===== src/rtl/calibration_sequencer.sv =====
// Bit-plane calibration sequencer: shows each LED address bit-plane, waits for the
// camera to settle, then streams one decimated detector sample per cell to the accumulate RAM.
module calibration_sequencer #(
    parameter int NUM_BITS        = 10,
    parameter int NUM_CHANNELS    = 2,
    parameter int DEC_SHIFT       = 2,
    parameter int ACTIVE_H_PIXELS = 320,
    parameter int ACTIVE_LINES    = 180,
    parameter int SETTLE_CYCLES   = 10_000_000,
    parameter int SHOW_TIMEOUT    = 50_000_000,
    parameter int MIRROR_H        = 1,
    localparam int COLS   = ACTIVE_H_PIXELS >> DEC_SHIFT,
    localparam int ROWS   = ACTIVE_LINES >> DEC_SHIFT,
    localparam int ADDR_W = $clog2(COLS * ROWS),
    localparam int BIT_W  = $clog2(NUM_BITS),
    localparam int CH_W   = (NUM_CHANNELS > 1) ? $clog2(NUM_CHANNELS) : 1
) (
    input  logic                    clk_pixel,
    input  logic                    rst,
    input  logic                    start_in,
    input  logic                    mode_in,
    input  logic                    abort_in,
    input  logic [CH_W-1:0]         channel_sel_in,
    input  logic [NUM_CHANNELS-1:0] detect_in,
    input  logic [10:0]             hcount_in,
    input  logic [9:0]              vcount_in,
    input  logic                    new_frame_in,
    input  logic                    displayed_frame_valid,
    output logic [BIT_W-1:0]        show_bit_out,
    output logic                    show_req_out,
    output logic                    accum_valid_out,
    output logic [ADDR_W-1:0]       accum_addr_out,
    output logic                    accum_bit_out,
    output logic                    accum_first_out,
    output logic                    busy_out,
    output logic                    done_out,
    output logic                    timeout_out
);

    localparam int CNT_MAX = (SETTLE_CYCLES > SHOW_TIMEOUT) ? SETTLE_CYCLES : SHOW_TIMEOUT;
    localparam int CNT_W   = $clog2(CNT_MAX) + 1;

    localparam logic [CNT_W-1:0]  SETTLE_LAST = CNT_W'(SETTLE_CYCLES - 1);
    localparam logic [CNT_W-1:0]  SHOW_LAST   = CNT_W'(SHOW_TIMEOUT - 1);
    localparam logic [BIT_W-1:0]  PLANE_LAST  = BIT_W'(NUM_BITS - 1);
    localparam logic [10:0]       H_LIMIT     = 11'(ACTIVE_H_PIXELS);
    localparam logic [9:0]        V_LIMIT     = 10'(ACTIVE_LINES);
    localparam logic [10:0]       H_DEC_MASK  = 11'((1 << DEC_SHIFT) - 1);
    localparam logic [9:0]        V_DEC_MASK  = 10'((1 << DEC_SHIFT) - 1);
    localparam logic [ADDR_W-1:0] COL_LAST    = ADDR_W'(COLS - 1);
    localparam logic [ADDR_W-1:0] COLS_A      = ADDR_W'(COLS);

    typedef enum logic [2:0] {
        IDLE, REQ_SHOW, WAIT_SHOWN, SETTLE, WAIT_NFRAME, CAPTURE
    } state_t;

    state_t           state_q, state_d;
    logic [BIT_W-1:0] plane_q, plane_d;
    logic [CNT_W-1:0] cnt_q, cnt_d;
    logic             mode_q, mode_d;
    logic [CH_W-1:0]  chan_q, chan_d;
    logic             timeout_q, timeout_d;
    logic             done_q, done_d;
    logic             start_q, shown_q;
    logic             start_edge, shown_edge;

    assign start_edge = start_in & ~start_q;
    assign shown_edge = displayed_frame_valid & ~shown_q;

    // NOTE: sequential state uses non-blocking assignments so every register samples pre-edge values.
    always_ff @(posedge clk_pixel) begin
        if (rst) begin
            state_q   <= IDLE;
            plane_q   <= '0;
            cnt_q     <= '0;
            mode_q    <= 1'b0;
            chan_q    <= '0;
            timeout_q <= 1'b0;
            done_q    <= 1'b0;
            start_q   <= 1'b0;
            shown_q   <= 1'b0;
        end else begin
            state_q   <= state_d;
            plane_q   <= plane_d;
            cnt_q     <= cnt_d;
            mode_q    <= mode_d;
            chan_q    <= chan_d;
            timeout_q <= timeout_d;
            done_q    <= done_d;
            start_q   <= start_in;
            shown_q   <= displayed_frame_valid;
        end
    end

    // NOTE: every signal gets a default before the case so no latch can be inferred.
    always_comb begin
        state_d   = state_q;
        plane_d   = plane_q;
        cnt_d     = cnt_q;
        mode_d    = mode_q;
        chan_d    = chan_q;
        timeout_d = timeout_q;
        done_d    = 1'b0;
        if (abort_in) begin
            state_d = IDLE;
            plane_d = '0;
            cnt_d   = '0;
        end else begin
            unique case (state_q)
                IDLE: if (start_edge) begin
                    state_d   = REQ_SHOW;
                    timeout_d = 1'b0;
                    mode_d    = mode_in;
                    chan_d    = channel_sel_in;
                end
                REQ_SHOW: begin
                    state_d = WAIT_SHOWN;
                    cnt_d   = '0;
                end
                WAIT_SHOWN: begin
                    if (cnt_q == SHOW_LAST) begin
                        state_d   = IDLE;
                        timeout_d = 1'b1;
                        plane_d   = '0;
                    end else if (shown_edge) begin
                        state_d = SETTLE;
                        cnt_d   = '0;
                    end else begin
                        cnt_d = cnt_q + 1'b1;
                    end
                end
                SETTLE: begin
                    if (cnt_q == SETTLE_LAST) begin
                        state_d = WAIT_NFRAME;
                        cnt_d   = '0;
                    end else begin
                        cnt_d = cnt_q + 1'b1;
                    end
                end
                WAIT_NFRAME: if (new_frame_in) state_d = CAPTURE;
                CAPTURE: if (new_frame_in) begin
                    if (plane_q == PLANE_LAST) begin
                        state_d = IDLE;
                        plane_d = '0;
                        done_d  = 1'b1;
                    end else begin
                        plane_d = plane_q + 1'b1;
                        state_d = mode_q ? REQ_SHOW : IDLE;
                    end
                end
                default: state_d = IDLE;
            endcase
        end
    end

    // One sample per decimation block inside the active window; the frame-ending cycle is excluded.
    logic              sample;
    logic [ADDR_W-1:0] row, col, col_eff;

    always_comb begin
        sample = (state_q == CAPTURE) && !new_frame_in && !abort_in &&
                 (hcount_in < H_LIMIT) && (vcount_in < V_LIMIT) &&
                 ((hcount_in & H_DEC_MASK) == '0) && ((vcount_in & V_DEC_MASK) == '0);
        row     = ADDR_W'(vcount_in >> DEC_SHIFT);
        col     = ADDR_W'(hcount_in >> DEC_SHIFT);
        col_eff = (MIRROR_H != 0) ? (COL_LAST - col) : col;
    end

    always_ff @(posedge clk_pixel) begin
        if (rst) begin
            accum_valid_out <= 1'b0;
            accum_addr_out  <= '0;
            accum_bit_out   <= 1'b0;
            accum_first_out <= 1'b0;
        end else begin
            accum_valid_out <= sample;
            if (sample) begin
                accum_addr_out  <= row * COLS_A + col_eff;
                accum_bit_out   <= detect_in[chan_q];
                accum_first_out <= (plane_q == '0);
            end
        end
    end

    assign show_bit_out = PLANE_LAST - plane_q;
    assign show_req_out = (state_q == REQ_SHOW);
    assign busy_out     = (state_q != IDLE);
    assign done_out     = done_q;
    assign timeout_out  = timeout_q;

endmodule


===== config.mk =====
export PLATFORM = sky130hd
export DESIGN_NAME = calibration_sequencer
export DESIGN_NICKNAME = d
export VERILOG_FILES = /design/src/rtl/calibration_sequencer.sv
export SDC_FILE = /design/constraint.sdc
export NUM_CORES = 1
export LEC_CHECK = 0
export BUFFER_PORTS_ARGS = -buffer_cell sky130_fd_sc_hd__buf_2
export CORE_ASPECT_RATIO = 2
export CORE_MARGIN = 5
export CORE_UTILIZATION = 57
export DETAILED_ROUTE_END_ITERATION = 12
export HOLD_SLACK_MARGIN = 0.12
export PLACE_DENSITY = 0.77
export SLEW_MARGIN = 20
export SYNTH_ARGS = -nofsm -noshare
export SYNTH_HDL_FRONTEND = slang
export SYNTH_SLANG_ARGS = --single-unit

===== constraint.sdc =====
create_clock -name clk_pixel -period 3.7 [get_ports clk_pixel]
set_clock_uncertainty 0.15 [all_clocks]
set_input_delay 0.74 -clock clk_pixel [delete_from_list [all_inputs] [get_ports clk_pixel]]
set_output_delay 0.74 -clock clk_pixel [all_outputs]
set_load 0.01 [all_outputs]

-- Yosys cells after proc, flatten, opt, wreduce, memory -nomap -nowiden
Cells that the tools add are included.
- add/subtract/negate cells: 5
- $mul: 1
- magnitude comparators: 3
- equality and inequality tests: 15
- mux-type cells: 23
- bitwise gates (word level): 7
- reduce and logical (&&, ||, !) cells: 23
- operators with widths (kind ; count):
    27-bit two-way mux ; 3
    27-bit case mux with 3 select lines ; 1
    27-bit by 1-bit adder with 27-bit output, second input constant ; 1
    27-bit by 24-bit equality test with 1-bit output, second input constant ; 1
    27-bit by 26-bit equality test with 1-bit output, second input constant ; 1
    3-bit two-way mux ; 6
    3-bit case mux with 6 select lines ; 1
    12-bit adder ; 1
    4-bit two-way mux ; 3
    2-bit != test, second input constant ; 6
    11-bit logical NOT ; 1
    11-bit by 9-bit < comparator with 1-bit output, second input constant ; 1
    10-bit logical NOT ; 1
    10-bit by 8-bit < comparator with 1-bit output, second input constant ; 1
    7-bit by 9-bit subtractor with 10-bit output, first input constant ; 1
    8-bit by 3-bit multiplier with 8-bit output, second input constant ; 1
    4-bit case mux with 2 select lines ; 1
    1-bit two-way mux ; 7
    3-bit by 2-bit equality test with 1-bit output, second input constant ; 2
    3-bit equality test, second input constant ; 2
    1-bit logical AND ; 6
    3-bit AND reduction ; 2
    3-bit nonzero test ; 2
    1-bit NOT ; 5
    17 further kinds ; 20
- register bits: 55
- input bits: 31
- word-level logic and storage cells: 90

-- Longest topological paths before layout
Gate-level depths: netlist of run 1.
- depth in word-level cells: 7
- depth in mapped cells: 11
- mapped depth without buffers: 11

-- Worst setup path before layout of run 1
No wires, ideal clock.
- path kind: input -> register
- from: input vcount_in[3]
- to: register accum_addr_out[11]
- arrival: 2814 ps
- required time: 3471 ps
- path slack: 657 ps
- cell stages on the path: 10
- path buffers: 0
- cells stage by stage: ha_1 > ha_1 > fa_1 > xor2_1 > ha_1 > or2_2 > a21o_1 > nand2_1 > nand2_1 > o211ai_1
- longest elaborated chain between the ends: 4
- elaborated cells between the ends (all ways): 6
- RTL lines (item ; line ; RTL):
    start: declaration ; 26 ; input logic [9:0] vcount_in,
    branches (longest 4 deep; another with 12-bit adder) ; - ;
    end signal: assignment ; 178 ; accum_addr_out <= row * COLS_A + col_eff;
    end: declaration ; 32 ; output logic [ADDR_W-1:0] accum_addr_out,
Parallel ways; which one is timed is not known.
A chain may end at the register's enable or synchronous reset.

-- Final worst setup path of run 1
- from: input vcount_in[3]
- to: register accum_addr_out[10]
Same word-level chain as after synthesis.

==> results of run 1 <==
[worst max-delay path, cell delays in order]
cell and delay [ps]:
buf_2 140, ha_1 300, ha_1 230, fa_1 410, xor2_1 180, ha_1 330
or2_2 320, o21ai_0 150, a21o_1 100, o31ai_1 60, a21oi_1 170
[worst paths after layout]
kind / from / to / slack (ps)
worst max register to register: cnt_q[0]$_SDFFE_PP0P_ / cnt_q[22]$_SDFFE_PP0P_ / 1110
worst min register to register: accum_addr_out[4]$_SDFFE_PP0P_ / accum_addr_out[4]$_SDFFE_PP0P_ / 300
worst max-delay path: vcount_in[3] / accum_addr_out[10]$_SDFFE_PP0P_ / 640
worst min-delay path: accum_addr_out[4]$_SDFFE_PP0P_ / accum_addr_out[4]$_SDFFE_PP0P_ / 300
[where the power goes]
part	internal (W)	total, W	switching [W]
registers	0.000595	0.000600	0.00000463
logic	0.000103	0.000239	0.000136
clock network	0.000323	0.000553	0.000230
total	0.00102	0.00139	0.000371
[cell type report]
class	instances	area, sq um
clock buffer	5	125.1
clock inverter	3	47.55
fill	529	2077
inverter	13	48.80
multi-input combinational	318	2225
sequential	55	1101
tap	63	78.83
timing repair buffer	58	302.8
[cell usage in the layout, fill, tap and decap left out, types with 6 or more instances in the layout]
cell,instances
a21o_1,7
o21ai_0,10
o31ai_1,12
or3_1,8
nand4_1,16
nand2_1,33
a211oi_1,12
nand3_1,22
ha_1,22
a21oi_1,38
xor2_1,6
dfxtp_1,55
or4_1,10
buf_2,53
nor2_1,25
inv_1,13
xnor2_1,13
[state kept, by name (all words and copies together) (netlist names)]
signal and cells:
chan_q 1, mode_q 1, state_q 3, start_q 1, accum_valid_out 1, accum_bit_out 1, done_out 1, timeout_out 1
accum_first_out 1, shown_q 1, accum_addr_out 12, cnt_q 27, plane_q 4
[layer usage]
layer	track usage	wire length [um]
met5	0	0
met4	0.1312	420
met3	0.03429	341
met2	0.4686	5102
met1	0.2208	3050
[cell families (layout without fill, tap and decap cells)]
| logic type | after synthesis | count (layout) |
|---|---|---|
| DFF | 55 | 55 |
| xor gates and xnor gates | 20 | 20 |
| and+or+nand+nor | 168 | 168 |
| adders and majority gates | 24 | 24 |
| buffers and inverters | 38 | 79 |
| AOI/OAI and AO/OA | 104 | 104 |
| muxes | 2 | 2 |
[through the flow]
stage / total power [W] / instances / cell area [sq um] / setup WS [ps]
global route: 0.001450 / 515 / 3929 / 526.9
finish: 0.001392 / 515 / 3929 / 642.3
detailed placement: 0.0008509 / 507 / 3756 / 351.6
floorplan: 0.0007865 / 411 / 3523 / 657.0
global placement: 0.0008434 / 507 / 3756 / 412.7
CTS: 0.001399 / 515 / 3929 / 656.2
==> impl_metrics.toml, run 1 <==
[clocking]
clk_latency_ps = 300
htreeDepth = 2
clock_path_buffers = 2
ctsResizeCount = 0
cts.reportedPaths.clkPinSlew_ps = 70
post_cts_buffers = 0
cts.hold.buffers_added = 0
cts_root_buf = "clkbuf_16"
clock_sinks = 55
cts_tree = "yes"
cts_buffers = 5

[timing]
finalHoldViolations = 0
whs_ps = 302.2
worst-slew-pin-transition_ps = 577.3
tns_ps = 0
rsz0062_at_grt = "false"
slew_viol_final = 0
fmax_mhz = 327.0
setup_viol = 0
relSlewSlack = 0.6052
period_needed_ps = 3058
finalCritPeriodShare = 0.8264

[logic_synthesis]
ys_ff_latch = 55
synth_nets = 466
synth-compound-area-share = 0.1935
async_flop_share = 0
synth_edf_count = 0
yosysTopAreaCellShare = 0.3125
synth_common_cells = "dfxtp_1, a21oi_1, nand2_1, nor2_1"
synthMuxAreaShare = 0.005682
synth.most_common_cell = "dfxtp_1"
ys.warnings.count = 0
syn_inst = 411
yosys.area_share.simple = 0.2876
synth_top_family_by_area = "simple AND/OR/NAND/NOR gates"
ys_seq_area_frac = 0.3125
synth_area_per_cell_sq_um = 8.573
synth_area_leaders = "dfxtp_1, ha_1, a21oi_1, nand2_1, xnor2_1"
synth_ff_type = "dfxtp_1"
yosys.area.top_type = "dfxtp_1"
syn_area_sq_mm = 0.003523
synth_xor_area_frac = 0.05362
ys_types = 71
synth-adder-area-share = 0.08949

[drt]
dr.pass1.iters = 4
drtIter0Drc = 229
ant_nets = 0
vias_per_cell = 6.493
drc = 0
routed_wl_um = 8914
routedWlPerCell_um = 17.31
vias = 3344

[global_route]
grt_max_degree = 26
grt_pass1_wl_um = 15060
track_usage = 0.2378
overflow = 0
first_global_vias = 3394
antenna_found_initial = 0

[status]
status = "finished, final reports clean"

[final_layout]
final_core_util = 0.6542
n_antenna_cell = 0
area_growth_pct = 11.51
nets = 506
drive_gt1_frac = 0.1903

[worst_setup_path]
r2r_cells = 9
end_kind = "register"
cp-start-kind = "input port"
required_ps = 3780
crit_path_max_fanout = 5
critPathArrivalTime_ps = 3140
crit_type = "input port to register"

[placed_design]
hpwlAfterDp_um = 7082
io_buffers = 53
gp_congestion = 0.8937

[floorplan]
row_count = 40
coreArea_sq_mm = 0.006006
pin_count = 54
start_util = 0.5867
design.die.area_sq_mm = 0.007949
die_w_um = 65.60
fp.dieH_um = 121.2

[hold_path]
holdCritPathClass = "register to register"
whs_path_depth = 2

[power_and_ir_drop]
powerDensity_mw_per_mm2 = 354.3
irDropWorstVdd_v = 0.0002784
p_leak_nw = 1.481

[job]
drv_cap = 0
Power figures use the tool's default switching activity.
==> run 2: changes to the inputs <==
--- a/config.mk
+++ b/config.mk
@@ -8,10 +8,10 @@
 export BUFFER_PORTS_ARGS = -buffer_cell sky130_fd_sc_hd__buf_2
 export CORE_ASPECT_RATIO = 2
 export CORE_MARGIN = 5
-export CORE_UTILIZATION = 57
+export CORE_UTILIZATION = 52
 export DETAILED_ROUTE_END_ITERATION = 12
 export HOLD_SLACK_MARGIN = 0.12
-export PLACE_DENSITY = 0.77
+export PLACE_DENSITY = 0.74
 export SLEW_MARGIN = 20
 export SYNTH_ARGS = -nofsm -noshare
 export SYNTH_HDL_FRONTEND = slang
==> constraint.sdc (replaced) <==
create_clock -name clk_pixel -period 2.6 [get_ports clk_pixel]
set_clock_uncertainty 0.15 [all_clocks]
set_input_delay 0.52 -clock clk_pixel [delete_from_list [all_inputs] [get_ports clk_pixel]]
set_output_delay 0.52 -clock clk_pixel [all_outputs]
set_load 0.01 [all_outputs]
==> run 2 against run 1 <==
  * Total power rose by 43%
  * Clock power rose by 29%
  * Worst setup slack got worse by 600 ps
  * First-iteration DRC count fell by 35%
  * Die area rose by 8.5%
  * Clock-buffer cell count did not move
  * Global-route usage barely moved
  * Design area rose by 8.1%
  * Combinational power rose by 77%
  * Hold slack got worse by 70 ps
==> impl_metrics.toml, run 2 (same netlist as run 1, synthesis figures left out) <==
[worst_setup_path]
crit_top_cell = "ha_1"
crit_path_max_fanout = 5
critPathLaunch = "vcount_in[5]"
cp-start-kind = "input port"
r2r-end = "cnt_q[20]$_SDFFE_PP0P_"
worstPathCellList = "buf_2, ha_1, ha_4, a21oi_2, xnor2_1, ha_1, nand3b_1, o21ai_2, a21o_1, o31ai_1, a21oi_1"
required_ps = 2630
slowest_stage = "ha_1"
reg2reg_slack_ps = 260
cpPeakStageDelay_ps = 370
crit-reg2reg-launch = "state_q[0]$_SDFFE_PP0P_"
end_kind = "register"
r2r_cells = 6
crit_type = "input port to register"
critPathArrivalTime_ps = 2590
crit_end = "accum_addr_out[10]$_SDFFE_PP0P_"

[power_and_ir_drop]
powerDensity_mw_per_mm2 = 467.9
finalPower_w = 0.001986
p_leak_nw = 1.606
irDropWorstVdd_v = 0.0003130

[job]
drv_cap = 0

[floorplan]
design.die.area_sq_mm = 0.008622
start_util = 0.5321
coreArea_sq_mm = 0.006621
die_w_um = 68.21
row_count = 42
pin_count = 54
fp.dieH_um = 126.4

[final_layout]
area_growth_pct = 20.49
drive_gt1_frac = 0.2558
layout_common_cells = "dfxtp_1, buf_2, a21oi_1"
nets = 531
top_register = "cnt_q"
n_antenna_cell = 0
reg_top3 = "cnt_q x27, accum_addr_out x12, plane_q x4"
largest_register_ffs = 27
final_common_cell = "dfxtp_1"
final_core_util = 0.6412

[drt]
ant_nets = 0
vias_per_cell = 6.088
routedWlPerCell_um = 16.73
drtIter0Drc = 149
vias = 3440
routed_wl_um = 9455
drc = 0
dr.pass1.iters = 4

[clocking]
cts_buffers = 5
cts.reportedPaths.clkPinSlew_ps = 80
cts.hold.buffers_added = 0
clock_sinks = 55
cts_root_buf = "clkbuf_16"
htreeDepth = 2
cts_tree = "yes"
clock_path_buffers = 2
clk_latency_ps = 310

[timing]
period_needed_ps = 2558
finalCritPeriodShare = 0.9837
setup_ws_ps = 42.41
fmax_mhz = 391.0
slew_viol_final = 0
worst-slew-pin-transition_ps = 726.8
finalHoldViolations = 0
tns_ps = 0
relSlewSlack = 0.5137
setup_viol = 0
rsz0062_at_grt = "true"
whs_ps = 232.2

[hold_path]
holdCritPathClass = "input port to register"
hp-start = "hcount_in[3]"

[global_route]
grt_max_degree = 38
first_global_vias = 3520
track_usage = 0.2377
overflow = 0
grt_pass1_wl_um = 15860
antenna_found_initial = 0

[placed_design]
hpwlAfterDp_um = 7491
gp_congestion = 0.9089
pre_cts_slack_ps = -297.0
io_buffers = 53

[status]
status = "finished, final reports clean"
## run 2: cell types whose count changed in the layout (fill, tap and decap cells not counted), sizes merged
| cell | before | now |
|---|---|---|
| buf | 58 | 83 |
| bufinv | 1 | 0 |
| clkinv | 1 | 2 |
## run 2: per-stage QoR
stage	instance area (sq um)	std cells
3_5_place_dp	4029	556
3_3_place_gp	4029	556
6_report	4245	565
4_1_cts	4190	564
5_1_grt	4245	565
2_1_floorplan	3585	411
## run 2: worst max-delay path, delay by kind of cell
family,cells,cell delay (ps)
simple gates,1,150
fa+ha+maj,3,980
compound gates,5,700
buf+inv,1,130
xor+xnor,1,90
## run 2: worst min path at each step
stage                                           to  slack (ps)  cells past startpoint
floorplan                      mode_q$_SDFFE_PP0P_         290                      2
global placement    accum_addr_out[5]$_SDFFE_PP0P_         290                      2
detailed placement    accum_first_out$_SDFFE_PP0P_         300                      2
CTS                 accum_addr_out[1]$_SDFFE_PP0P_         230                      2
global route        accum_addr_out[2]$_SDFFE_PP0P_         240                      2
finish              accum_addr_out[1]$_SDFFE_PP0P_         230                      2
## run 2: area by class of cell
type                       instances  area (sq um)
clock buffer                       5         125.1
clock inverter                     3         28.78
fill                             604          2376
inverter                          13         48.80
multi-input combinational        318          2322
sequential                        55          1101
tap                               88         110.1
timing repair buffer              83         509.2
## run 2: metal layers
metal	vias up	share of wire	track usage
met1	1623	0.33	0.2214
met3	33	0.043	0.03540
met4	0	0.057	0.1454
li1	1664	-	-
met2	120	0.57	0.4499
met5	-	0	0
## run 2: where the power goes
part	leakage (nW)	internal [W]	total (W)	switching, W
Combinational	1.09	0.000204	0.000424	0.000219
Sequential	0.444	0.000847	0.000852	0.00000486
Clock	0.0759	0.000368	0.000711	0.000343
## run 2: repair_timing
action	CTS	global route
pin swaps	0	10
gates resized for setup	1	10
setup endpoints to repair	13	2
setup buffers	0	1
